## src/rtl/imem_pkg.sv

```systemverilog
// Shared definitions for the instruction memory, its loader and the fetch path.
//   - Geometry constants: byte address width, memory size, word width and
//     the number of bytes per word.
//   - Loader FSM state encoding.
//   - byte_of(): little-endian byte lane extraction (lane 0 = bits 7:0).
package imem_pkg;

  localparam int ADDR_W         = 5;
  localparam int MEM_BYTES      = 32;
  localparam int WORD_W         = 32;
  localparam int BYTES_PER_WORD = 4;

  typedef enum logic [1:0] {
    ST_IDLE  = 2'd0,
    ST_LOAD  = 2'd1,
    ST_WRITE = 2'd2,
    ST_FIN   = 2'd3
  } state_e;

  // Byte lane idx of a word, little-endian.
  function automatic logic [7:0] byte_of(input logic [WORD_W-1:0] word,
                                         input logic [1:0]        idx);
    byte_of = 8'(word >> {idx, 3'b000});
  endfunction

endpackage

```

## src/rtl/imem_loader.sv

```systemverilog
// imem_loader: writes a stream of instruction words into the byte-wide write
// port of the instruction memory, four little-endian byte writes per word,
// while holding the CPU stalled.
//
// Ports:
//   clk, rst_n              clock (rising edge), async active-low reset
//   start, base_addr        begin a session at word-aligned base_addr
//   in_valid/in_word/in_last, in_ready   word input stream (no buffering)
//   mem_we/mem_addr/mem_wdata            byte write port of the memory
//   busy, cpu_stall         session active (LOAD or WRITE)
//   done                    one-cycle pulse when the session ends
//   overflow                sticky: last session filled memory before in_last
module imem_loader
  import imem_pkg::*;
#(
  parameter int ADDR_W    = imem_pkg::ADDR_W,
  parameter int MEM_BYTES = imem_pkg::MEM_BYTES,
  parameter int WORD_W    = imem_pkg::WORD_W
) (
  input  logic              clk,
  input  logic              rst_n,
  input  logic              start,
  input  logic [ADDR_W-1:0] base_addr,
  input  logic              in_valid,
  input  logic [WORD_W-1:0] in_word,
  input  logic              in_last,
  output logic              in_ready,
  output logic              mem_we,
  output logic [ADDR_W-1:0] mem_addr,
  output logic [7:0]        mem_wdata,
  output logic              busy,
  output logic              cpu_stall,
  output logic              done,
  output logic              overflow
);

  state_e            state_r;
  state_e            state_s;
  logic [ADDR_W-1:0] ptr_r;
  logic [ADDR_W-1:0] ptr_inc_s;
  logic [1:0]        byte_idx_r;
  logic [WORD_W-1:0] word_r;
  logic              last_r;
  logic              overflow_r;

  // Pointer after the current word; wraps modulo MEM_BYTES since
  // MEM_BYTES == 2**ADDR_W. A result of zero means memory is full.
  assign ptr_inc_s = ptr_r + ADDR_W'(BYTES_PER_WORD);
  assign overflow  = overflow_r;

  // State register.
  always_ff @(posedge clk or negedge rst_n) begin
    if (!rst_n) begin
      state_r <= ST_IDLE;
    end else begin
      state_r <= state_s;
    end
  end

  // Session datapath: write pointer, byte counter, latched word and flags.
  always_ff @(posedge clk or negedge rst_n) begin
    if (!rst_n) begin
      ptr_r      <= '0;
      byte_idx_r <= 2'd0;
      word_r     <= '0;
      last_r     <= 1'b0;
      overflow_r <= 1'b0;
    end else begin
      case (state_r)
        ST_IDLE: begin
          if (start) begin
            ptr_r      <= {base_addr[ADDR_W-1:2], 2'b00};
            overflow_r <= 1'b0;
          end
        end
        ST_LOAD: begin
          if (in_valid) begin
            word_r     <= in_word;
            last_r     <= in_last;
            byte_idx_r <= 2'd0;
          end
        end
        ST_WRITE: begin
          byte_idx_r <= byte_idx_r + 2'd1;
          if (byte_idx_r == 2'd3) begin
            ptr_r <= ptr_inc_s;
            // Set on entry to FIN so it is visible together with done.
            if ((ptr_inc_s == '0) && !last_r) begin
              overflow_r <= 1'b1;
            end
          end
        end
        default: begin
          ptr_r <= ptr_r;
        end
      endcase
    end
  end

  // Next-state and output decode of the registered state only.
  always_comb begin
    state_s   = state_r;
    in_ready  = 1'b0;
    mem_we    = 1'b0;
    mem_addr  = '0;
    mem_wdata = 8'h00;
    busy      = 1'b0;
    cpu_stall = 1'b0;
    done      = 1'b0;
    case (state_r)
      ST_IDLE: begin
        // in_valid alongside start is ignored: in_ready is still 0 here.
        if (start) begin
          state_s = ST_LOAD;
        end else begin
          state_s = ST_IDLE;
        end
      end
      ST_LOAD: begin
        in_ready  = 1'b1;
        busy      = 1'b1;
        cpu_stall = 1'b1;
        if (in_valid) begin
          state_s = ST_WRITE;
        end else begin
          state_s = ST_LOAD;
        end
      end
      ST_WRITE: begin
        mem_we    = 1'b1;
        mem_addr  = ptr_r + ADDR_W'(byte_idx_r);
        mem_wdata = byte_of(word_r, byte_idx_r);
        busy      = 1'b1;
        cpu_stall = 1'b1;
        if (byte_idx_r == 2'd3) begin
          if (last_r || (ptr_inc_s == '0)) begin
            state_s = ST_FIN;
          end else begin
            state_s = ST_LOAD;
          end
        end else begin
          state_s = ST_WRITE;
        end
      end
      ST_FIN: begin
        done    = 1'b1;
        state_s = ST_IDLE;
      end
      default: begin
        state_s = ST_IDLE;
      end
    endcase
  end

endmodule

```

## config.mk

```make
export PLATFORM = sky130hd
export DESIGN_NAME = imem_loader
export DESIGN_NICKNAME = d
export VERILOG_FILES = /design/src/rtl/imem_pkg.sv /design/src/rtl/imem_loader.sv
export SDC_FILE = /design/constraint.sdc
export NUM_CORES = 1
export LEC_CHECK = 0
export CAP_MARGIN = 20
export CORE_ASPECT_RATIO = 0.75
export CORE_MARGIN = 2
export CORE_UTILIZATION = 57
export DETAILED_ROUTE_END_ITERATION = 12
export DONT_BUFFER_PORTS = 1
export PLACE_DENSITY_LB_ADDON = 0.3
export SKIP_CTS_REPAIR_TIMING = 1
export SLEW_MARGIN = 20
export SYNTH_ARGS = -nofsm -noshare
export SYNTH_HDL_FRONTEND = slang
export SYNTH_SLANG_ARGS = --single-unit
```

## constraint.sdc

```tcl
create_clock -name clk -period 1.63 [get_ports clk]
set_input_delay 0.326 -clock clk [delete_from_list [all_inputs] [get_ports clk]]
set_output_delay 0.326 -clock clk [all_outputs]
set_load 0.02 [all_outputs]
```

* Word level (Yosys, flattened, before mapping)
Index checks and enable logic that the tools add are counted.
W data, S select, Z words.
** Word-level totals
- Output and inout bits :: 19
- Register bits :: 43
- Bits of input ports :: 42
** Cells by class
- Multiplexer cells :: 20
- Equal/unequal tests :: 8
- $add $sub $neg :: 3
- Reductions and logical operators :: 12
- Shift operators :: 1
** Operators with widths (count)
- $shr A32 B5 Y8 :: 1
- $mux W5 :: 3
- $pmux W5 S2 :: 1
- $mux W1 :: 8
- $mux W2 :: 4
- $mux W8 :: 1
- $ne A2 B2 Y1 const B :: 4
- $pmux W2 S4 :: 1
- $eq A2 B2 Y1 const B :: 3
- $add A5 B2 Y5 :: 1
- $add A5 B3 Y5 const B :: 1
- $logic_not A5 Y1 :: 1
- $pmux W2 S2 :: 1
- $reduce_and A2 Y1 :: 2
- $reduce_and A4 Y1 :: 1
- $reduce_bool A2 Y1 :: 2
- $reduce_and A3 Y1 :: 1
- $add A2 B1 Y2 const B :: 1
- $eq A2 B1 Y1 const B :: 1
- $logic_not A2 Y1 :: 1
- $pmux W1 S2 :: 1
- $reduce_or A2 Y1 :: 1
- $logic_and A1 B1 Y1 :: 1
- $logic_not A1 Y1 :: 1
- $logic_or A1 B1 Y1 :: 1

* Depth between registers and ports, before layout
Gate-level depths: netlist of run 1.
- Depth after elaboration :: 6
- Depth in mapped cells :: 6
- Gate-level depth less buffers :: 5

* Worst setup path before layout of run 1
OpenSTA, ideal clock, no wires.
- Kind :: register to output
- Start point :: register state_r[0]
- End point :: output port mem_addr[1]
- Buffers on the path :: 2
- Data required time :: 1304 ps
- Data arrival time :: 1519 ps
- Path slack :: -215 ps
- Stages on the path, launching flop included :: 6
- Cell sequence :: dfrtp_1 -> inv_1 -> ha_1 -> buf_2 -> clkbuf_1 -> and2_1
** On the way
- Word-level cells in the longest chain between the ends :: 2
** Ends and longest elaborated chain
- start, declared :: line imem_loader.sv:37 : state_e state_r;
- start signal, assigned :: line imem_loader.sv:56 : state_r <= state_s;
- $eq A2 B2 Y1 :: line imem_loader.sv:110 : case (state_r)
- $mux W5 :: line imem_loader.sv:110
- end, declared :: line imem_loader.sv:29 : output logic [ADDR_W-1:0] mem_addr,
Every way passes these cells.

* Worst setup path in the final report of run 1
- Start point :: register byte_idx_r[0]
- End point :: output port mem_wdata[2]
** On the way
- Word-level cells in the longest chain between the ends :: 2
** Ends and longest elaborated chain
- start, declared :: line imem_loader.sv:41 : logic [1:0] byte_idx_r;
- start signal, assigned :: line imem_loader.sv:84 : byte_idx_r <= byte_idx_r + 2'd1;
- $shr A32 B5 Y8 :: line imem_pkg.sv:23 : byte_of = 8'(word >> {idx, 3'b000});
- $mux W8 :: line imem_loader.sv:110
- end, declared :: line imem_loader.sv:30 : output logic [7:0] mem_wdata,
Every way passes these cells.

==> run_results.csv, run 1 <==
group,metric,value,unit
synth,synth_area_per_cell,13.24,sq um
pwr,ir_drop,1.223,mV
pwr,clockPowerShare,19.0,%
cells_and_area,final_util,73.41,%
run,maxCapViolations,0,
cells_and_area,final_area,2480,sq um
clocking,ctsRootBufferMaster,"clkbuf_8",
clocking,cts_made_buffers,5,
sta,finalSetupTns,-1.808,ns
pwr,p_int,3374,uW
critical_path,path_max_fanout,6,
global_route,busiest_layer,"met2",
place,gp_congestion,0.7935,
floorplanning,ios,61,
cells_and_area,multiInputGateArea,1062,sq um
synth,synth_seq_cells,41,
sta,hold_violations,0,
floorplanning,chipWidth,73.73,um
cells_and_area,fin_cells,214,
clocking,cts_tree,"built",
critical_path,cp-start-kind,"register",
clocking,clock_path_buffers,2,
place,placed_area,2195,sq um
clocking,clock-sinks,41,
global_route,antenna_found_initial,0,
global_route,grt_pass1_wl,6.196,mm
critical_path,ff2ff_path_depth,5,
route,antenna_left,0,
hold_path,min_path_cells,1,
route,dr.pass1.iters,4,
critical_path,worstSetupPathType,"register to output port",
sta,slew_violations,0,
synth,synth.net_count,208,
global_route,grt_use_met2,33.80,%
critical_path,reg2reg_slack,0.08,ns
place,dp_cells,199,
route,via_count,1250,
global_route,track_usage,19.79,%
floorplanning,start_util,61.52,%
synth,seq_area_frac_synth,49.37,%
synth,syn-cell-area,2078,sq um
cells_and_area,finalNetCount,224,
pwr,power.switching,1585,uW
sta,postLayoutSetupSlackWorst,-0.2577,ns
clocking,h-tree-depth,2,
sta,worst_clock_skew,0.004885,ns
pwr,powerDensity,2000,nW/um^2
route,wl,3.914,mm
global_route,gr-total-overflow,0,
sta,fin_crit,1.888,ns
cells_and_area,area_delta_synth_final,19.33,%
pwr,pwr-share-seq,36.7,%
synth,synthDistinctLibCells,34,
critical_path,arrival,1.56,ns
global_route,use_met3,6.284,%
sta,fmax,529.7,MHz
synth,yosysTopAreaCellShare,49.37,%
place,dp_hpwl,2.745,mm
place,io_buffers,0,
hold_path,worstHoldPathType,"primary input to register",
floorplanning,die_area,4150,sq um
critical_path,critPathCapture,"mem_wdata[2]",
floorplanning,row_count,18,
hold_path,worstHoldStart,"start",
synth,synth_area_leaders,"dfrtp_1, mux2_2, mux4_2",
route,viasPerCell,5.841,
critical_path,cp-end-kind,"output port",
outcome,run_status,"finished with violations",
clocking,clock_latency,0.28,ns
sta,post-route-period-util,115.8,%
pwr,leakagePower,0.001059,uW
pwr,netSwitchingFraction,31.96,%
cells_and_area,drive_gt1_share,51.72,%
critical_path,startpoint,"byte_idx_r[0]$_DFFE_PN0P_",
cells_and_area,seq_area,1026,sq um
sta,rsz0062_at_grt,"yes",
global_route,grt_pass1_vias,1357,
critical_path,worst_r2r_startpoint,"state_r[0]$_DFF_PN0_",
clocking,clkTransAtPathRegs,0.07,ns
pwr,power,4959,uW
cells_and_area,antenna_cells,0,
global_route,gr-usage-met1,24.00,%
critical_path,r2r-end,"word_r[12]$_DFFE_PN0P_",
outcome,violations,"negative setup slack",
critical_path,required,1.30,ns
synth,synth_top_area_cell,"dfrtp_1",
synth,synthCells,157,
cells_and_area,fillers,229,
pwr,pwr-share-comb,44.3,%
global_route,grt_max_degree,42,
floorplanning,fp.dieH,56.29,um
synth,yosys_warnings,0,
route,post_drt_wl_per_cell,18.29,um
route,drc_errors,0,
sta,setup_viol,8,
floorplanning,design.core.area,3378,sq um
route,drtIter0Drc,42,
power groups by stage:
stage | clock, uW | sequential, uW | combinational [uW]
2_1_floorplan | 0 | 1720 | 1610
3_3_place_gp | 0 | 1770 | 1830
3_5_place_dp | 0 | 1820 | 1930
4_1_cts | 963 | 1800 | 1940
5_1_grt | 1010 | 1870 | 2390
6_report | 942 | 1820 | 2200
metrics by stage:
stage               hold slack (ns)  worst slack (ns)
global placement            0.03134           0.01446
floorplan                   0.03041           0.03052
global route                 0.1655           -0.3316
detailed placement          0.03154          -0.01233
CTS                         -0.2850           -0.3381
finish                       0.1840           -0.2577
worst max-delay path, cell delays in order (launching register included):
cell and delay (ns):
dfrtp_1 0.42, buf_6 0.17, mux4_2 0.51, and2_4 0.18
cell usage after synthesis (all sizes together):
cell / instances
o21ai: 2
inv: 4
mux2i: 1
clkbuf: 2
o31ai: 1
xnor2: 1
and2: 11
dfrtp: 41
nand3b: 2
nand3: 1
mux2: 33
xor2: 1
nand2: 8
o221a: 1
or2: 2
a31o: 1
nor3: 2
nor2b: 1
conb: 1
mux4: 8
a21o: 1
or3: 1
nand2b: 3
nor2: 4
ha: 9
a211oi: 2
a21oi: 6
buf: 6
a32o: 1
cell families (layout without fill, tap and decap cells):
kind of cell	count (synthesis)	count (layout)	synth area share (%)
other cells	1	1	0.1804
mux	42	42	27.21
compound gates	15	15	4.817
flops	41	41	49.37
buf+inv	12	29	2.950
xor+xnor	2	2	0.8430
fa+ha+maj	9	9	5.419
simple gates	35	35	9.212
final cells by class:
class	instances	area share, %
clock buffers	5	2.775
clock inverters	3	2.624
repair buffers	17	7.770
well taps	40	2.018
multi-input cells	104	42.84
inverters	4	0.6054
flip-flops and latches	41	41.37
metal layers:
| layer | part of all wire [%] | vias up |
|---|---|---|
| li1 | - | 583 |
| met1 | 41 | 621 |
| met2 | 51 | 40 |
| met3 | 7.0 | 6 |
| met4 | 1.3 | 0 |
| met5 | 0 | - |
worst min-delay path by stage:
stage	to	slack (ns)
final	state_r[0]$_DFF_PN0_	0.18
after floorplan	byte_idx_r[0]$_DFFE_PN0P_	0.03
after global routing	state_r[0]$_DFF_PN0_	0.17
after detailed placement	last_r$_DFFE_PN0P_	0.03
after global placement	ptr_r[4]$_DFFE_PN0P_	0.03
after CTS	word_r[26]$_DFFE_PN0P_	-0.29
layout by cell type, fill, tap and decap left out, types with 2 or more instances in the layout:
master	count
dfrtp_1	41
mux2_2	33
and2_4	10
mux4_2	8
nand2_1	7
buf_4	7
a21oi_1	6
ha_1	6
buf_6	6
clkbuf_8	5
inv_2	3
nand2b_1	3
ha_4	3
or2_2	2
nand3b_1	2
nor3_1	2
nor2_1	2
a211oi_1	2
o21ai_0	2
bufinv_16	2
state kept, by name, summed over array words and instances, names as in the netlist:
register and count:
byte_idx_r 2, ptr_r 3, word_r 32, overflow 1, last_r 1, state_r 2
No activity file was read; power rests on OpenSTA's default activity.
==> run 2, diff against run 1 <==
ABC_AREA = 1   (was default)
CORE_UTILIZATION = 56   (was 57)
PLACE_DENSITY_LB_ADDON = 0.25   (was 0.3)
==> run 2 against run 1 <==
Net effect:
- the flow still finishes with violations (negative setup slack)
- sequential share of layout area decreased by 3.0 points
- clock-buffer cell count increased by 2
- clock skew about the same
- final area increased by 8.1%
- routed wire length increased by 31%
- sequential power about the same
- utilization decreased by 1.1 points
- largest power group unchanged
==> run_results.csv, run 2 <==
group,metric,value,unit
synth,synth-xor-area-share,0,%
synth,synth-async-reset-ratio,100.0,%
clocking,cts_tree,"built",
run,maxCapViolations,0,
pwr,ir_drop,0.9765,mV
critical_path,worstSetupPathType,"register to output port",
cells_and_area,fin_cells,376,
synth,synth_top_flop_cell,"dfrtp_1",
hold_path,min_to,"word_r[0]$_DFFE_PN0P_",
critical_path,worstPathCellList,"buf_6 -> nor2_1 -> nor2_1 -> nand2_1 -> a21oi_1 -> buf_4",
clocking,clock-sinks,41,
synth,synth.net_count,350,
global_route,antenna_found_initial,0,
floorplanning,fp.dieH,58.37,um
place,gp_congestion,0.8323,
cells_and_area,largest_register_ffs,32,
sta,worst_clock_skew,0.004459,ns
place,dp_cells,356,
route,dr.pass1.iters,4,
critical_path,reg2reg_slack,0.11,ns
sta,hold_violations,0,
synth,seq_area_frac_synth,46.49,%
synth,yosys_warnings,0,
sta,hold_ws,0.1471,ns
cells_and_area,drive_gt1_share,22.53,%
route,antenna_left,0,
critical_path,worst_r2r_startpoint,"state_r[0]$_DFF_PN0_",
cells_and_area,finalNetCount,375,
hold_path,worstHoldStart,"in_word[0]",
sta,finalSetupTns,-0.8905,ns
synth,synth_compound_area_share,9.977,%
synth,synth_edf_count,0,
synth,yosysTopAreaCellShare,46.49,%
cells_and_area,layout_common_cells,"nand2_1, dfrtp_1, nor2_1",
critical_path,crit_path_max_incr_delay,0.47,ns
route,via_count,1910,
synth,synth_top_family_by_area,"simple AND/OR/NAND/NOR gates",
sta,postLayoutSetupSlackWorst,-0.1791,ns
synth,syn-cell-area,2207,sq um
route,wl,5.121,mm
global_route,gr-total-overflow,0,
critical_path,startpoint,"byte_idx_r[0]$_DFFE_PN0P_",
clocking,clock_path_buffers,2,
global_route,grt_max_degree,42,
clocking,h-tree-depth,2,
global_route,track_usage,22.64,%
critical_path,path_max_fanout,6,
floorplanning,ios,61,
outcome,run_status,"finished with violations",
clocking,ctsRootBufferMaster,"clkbuf_8",
critical_path,cp_slowest_cell,"dfrtp_2",
pwr,powerDensity,1962,nW/um^2
critical_path,required,1.30,ns
place,place_worst_setup_slack,0.01860,ns
cells_and_area,area_delta_synth_final,21.49,%
synth,muxShareOfSynthArea,0,%
critical_path,ff2ff_path_depth,8,
route,drc_errors,0,
pwr,leakagePower,0.001375,uW
clocking,clock_latency,0.28,ns
synth,ys_top_cells_by_count,"nand2_1, dfrtp_1, nor2_1, inv_1, o21ai_1",
sta,rsz0062_at_grt,"yes",
critical_path,r2r-end,"ptr_r[2]$_DFFE_PN0P_",
cells_and_area,antenna_cells,0,
sta,setup_viol,9,
place,dp_hpwl,3.352,mm
synth,synth-simple-area-share,27.83,%
route,drtIter0Drc,148,
sta,slew_violations,0,
place,io_buffers,0,
synth,synth_area_leaders,"dfrtp_1, nand2_1, nor2_1",
floorplanning,start_util,59.51,%
floorplanning,chipWidth,76.49,um
cells_and_area,top_regs,"word_r (32), ptr_r (3)",
outcome,violations,"negative setup slack",
cells_and_area,mostFrequentLayoutCell,"nand2_1",
synth,synthDistinctLibCells,16,
sta,fmax,552.8,MHz
floorplanning,die_area,4465,sq um
synth,synthAdderAreaFrac,5.102,%
global_route,grt_pass1_vias,1632,
cells_and_area,top_register,"word_r",
critical_path,crit_top_cell,"nor2_1",
pwr,power,5261,uW
synth,yosys.cell_count.top_type,"nand2_1",
sta,post-route-period-util,111.0,%
critical_path,cp-start-kind,"register",
floorplanning,row_count,19,
clocking,cts_made_buffers,5,
critical_path,cp-end-kind,"output port",
route,post_drt_wl_per_cell,13.62,um
route,viasPerCell,5.080,
floorplanning,design.core.area,3709,sq um
synth,synth_seq_cells,41,
hold_path,worstHoldPathType,"primary input to register",
critical_path,arrival,1.48,ns
synth,synth_top_area_cell,"dfrtp_1",
synth,synthCells,299,
hold_path,min_path_cells,2,
global_route,grt_pass1_wl,7.810,mm
clocking,clkTransAtPathRegs,0.07,ns
sta,fin_crit,1.809,ns
synth,synth_area_per_cell,7.382,sq um
[run 2: changes by cell type after synthesis, moves of 10 or more]
| cell | change |
|---|---|
| nand2_1 | +115 |
| mux2_2 | -33 |
| nor2_1 | +32 |
| inv_1 | +24 |
| o21ai_1 | +20 |
| and2_1 | -10 |
[run 2: kinds of logic after synthesis]
| family | after synthesis |
|---|---|
| other cells | 1 |
| buf+inv | 45 |
| compound gates | 41 |
| fa+ha+maj | 9 |
| flops | 41 |
| simple gates | 162 |
[run 2: worst max path at each step]
| stage | endpoint | slack, ns | depth (start not counted) |
|---|---|---|---|
| floorplan | mem_wdata[1] | -0.03 | 5 |
| global placement | mem_wdata[2] | 0.05 | 5 |
| detailed placement | mem_wdata[1] | 0.02 | 5 |
| CTS | mem_wdata[1] | -0.30 | 5 |
| global route | mem_wdata[2] | -0.22 | 6 |
| finish | mem_wdata[2] | -0.18 | 6 |
[run 2: through the flow]
stage | cell area (sq um) | util (%)
after floorplan | 2216 | -
after global placement | 2322 | 62.62
after detailed placement | 2322 | 62.62
after CTS | 2409 | 64.95
after global routing | 2681 | 72.30
final | 2681 | 72.30
[run 2: where the power goes]
part	internal [uW]	leakage, uW	total, uW	switching (uW)
Sequential	1500	0.000508	1810	308
Combinational	1130	0.000823	2800	1670
Clock	336	0.0000443	650	314
Total	2970	0.00138	5260	2300
[run 2: worst max-delay path: cells and delay by family (launching register included)]
kind,cells,cell delay (ns)
buffers and inverters,2,0.30
flip-flops,1,0.47
AO/OA/AOI/OAI,1,0.16
AND/OR/NAND/NOR,3,0.26
[run 2: area by class of cell]
cell class | count | area (sq um)
Sequential cell | 41 | 1028
Tap cell | 52 | 65.06
Timing Repair Buffer | 32 | 317.8
Fill cell | 310 | 1027
Inverter | 31 | 123.9
Clock buffer | 7 | 86.33
Multi-Input combinational cell | 213 | 1060
[run 2: layer usage]
metal / GRT usage [%] / wire [um] / up-vias
li1: - / - / 960
met1: 34.32 / 2434 / 888
met3: 5.061 / 305 / 4
met5: 0 / 0 / -
met2: 33.25 / 2352 / 58
met4: 6.234 / 29 / 0
==> run 3, diff against run 2 <==
CORE_MARGIN = default   (was 2)
PLACE_DENSITY = 0.71   (was default)
PLACE_DENSITY_LB_ADDON = default   (was 0.25)
==> run 3 against run 2 <==
Net effect:
- the flow still finishes with violations (negative setup slack)
- non-clock buffer count is 7 lower
- hold slack worse by 0.0067 ns
- clock skew is 0.0038 ns higher
- total power is 1.2% lower
- sequential power hardly changed
- fmax is 4.0% higher
- critical path depth stayed put
- first-iteration DRC count is 43% lower
- final area is 0.89% lower
- utilization is 0.64 points lower
- highest routed layer unchanged
==> run_results.csv, run 3 (synthesis results as in run 2) <==
group,metric,value,unit
cells_and_area,layout_common_cells,"nand2_1, dfrtp_1, nor2_1",
route,wl,5.072,mm
sta,setup_viol,11,
global_route,grt_max_degree,42,
critical_path,required,1.30,ns
cells_and_area,final_area,2658,sq um
critical_path,worstSetupPathType,"register to output port",
clocking,clkTransAtPathRegs,0.07,ns
global_route,grt_pass1_wl,7.617,mm
cells_and_area,finalNetCount,368,
place,placed_area,2312,sq um
critical_path,critPathBufInv,2,
cells_and_area,drive_gt1_share,21.07,%
global_route,grt_pass1_vias,1676,
hold_path,worstHoldPathType,"primary input to register",
pwr,powerDensity,1956,nW/um^2
cells_and_area,antenna_cells,0,
clocking,clock_path_buffers,2,
critical_path,cp-start-kind,"register",
route,drtIter0Drc,85,
cells_and_area,mostFrequentLayoutCell,"nand2_1",
clocking,ctsRootBufferMaster,"clkbuf_8",
clocking,clock_latency,0.30,ns
floorplanning,die_area,4199,sq um
sta,worst_clock_skew,0.008269,ns
critical_path,cp-end-kind,"output port",
sta,postLayoutSetupSlackWorst,-0.1088,ns
floorplanning,row_count,19,
route,antenna_left,0,
sta,hold_ws,0.1404,ns
clocking,h-tree-depth,2,
sta,slew_violations,0,
floorplanning,chipWidth,74.49,um
clocking,clock-sinks,41,
cells_and_area,top_regs,"word_r (32), ptr_r (3)",
floorplanning,fp.dieH,56.37,um
outcome,violations,"negative setup slack",
outcome,run_status,"finished with violations",
route,viasPerCell,5.043,
critical_path,worstPathCellList,"buf_6 -> nor2_2 -> nor2_2 -> nand2_1 -> a21oi_2 -> buf_4",
cells_and_area,area_delta_synth_final,20.41,%
sta,post-route-period-util,106.7,%
cells_and_area,top_register,"word_r",
clocking,cts_tree,"built",
route,drc_errors,0,
clocking,cts_made_buffers,5,
route,dr.pass1.iters,4,
sta,rsz0062_at_grt,"yes",
place,gp_congestion,0.8104,
floorplanning,ios,61,
critical_path,cpLargestDelayFamily,"flip-flops",
floorplanning,start_util,59.51,%
global_route,gr-total-overflow,0,
critical_path,crit_path_max_incr_delay,0.43,ns
route,via_count,1866,
sta,fmax,575.1,MHz
sta,hold_violations,0,
run,maxCapViolations,0,
place,dp_hpwl,3.393,mm
critical_path,arrival,1.41,ns
floorplanning,design.core.area,3709,sq um
critical_path,path_max_fanout,5,
place,io_buffers,0,
cells_and_area,final_util,71.66,%
cells_and_area,largest_register_ffs,32,
global_route,track_usage,24.73,%
pwr,leakagePower,0.001339,uW
global_route,antenna_found_initial,0,
sta,fin_crit,1.739,ns
critical_path,crit_top_cell,"nor2_2",
pwr,ir_drop,1.352,mV
route,post_drt_wl_per_cell,13.71,um
critical_path,cp_slowest_cell,"dfrtp_2",
-- run 3: where the power goes --
group / switching, uW / internal [uW] / leakage (uW)
Sequential: 306 / 1500 / 0.000508
Combinational: 1680 / 1060 / 0.000786
Clock: 357 / 297 / 0.0000450
-- run 3: metrics by stage --
| stage | cells | TNS [ns] | setup WS (ns) | power (uW) |
|---|---|---|---|---|
| 6_report | 370 | -0.8380 | -0.1088 | 5197 |
| 5_1_grt | 370 | -1.687 | -0.1959 | 5627 |
| 4_1_cts | 361 | -2.397 | -0.2686 | 4655 |
| 3_5_place_dp | 353 | 0 | 0.004206 | 3995 |
| 3_3_place_gp | 353 | 0 | 0.08123 | 3926 |
| 2_1_floorplan | 299 | -0.1535 | -0.03069 | 3559 |
-- run 3: cell type report --
cell class | instances | area (sq um)
Clock inverter | 2 | 10.01
Sequential cell | 41 | 1028
Tap cell | 52 | 65.06
Fill cell | 333 | 1051
Inverter | 31 | 126.4
Clock buffer | 6 | 72.57
Multi-Input combinational cell | 213 | 1085
Timing Repair Buffer | 25 | 270.3
-- run 3: per-layer routing --
layer / track usage, % / part of all wire (%) / up-vias
li1: - / - / 941
met1: 36.54 / 47 / 863
met2: 34.88 / 45 / 57
met3: 6.463 / 7.2 / 5
met4: 8.895 / 0.69 / 0
met5: 0 / 0 / -
-- run 3: path summary, 6_finish.rpt --
kind,from,to,slack (ns),depth (start not counted)
min in group asynchronous,rst_n,word_r[11]$_DFFE_PN0P_,0.53,2
setup / recovery,byte_idx_r[0]$_DFFE_PN0P_,mem_wdata[1],-0.11,6
setup reg to reg,state_r[0]$_DFF_PN0_,ptr_r[3]$_DFFE_PN0P_,0.10,9
hold / removal,in_word[23],word_r[23]$_DFFE_PN0P_,0.14,2
hold reg to reg,word_r[20]$_DFFE_PN0P_,word_r[20]$_DFFE_PN0P_,0.49,2
max in group asynchronous,rst_n,byte_idx_r[0]$_DFFE_PN0P_,0.88,2
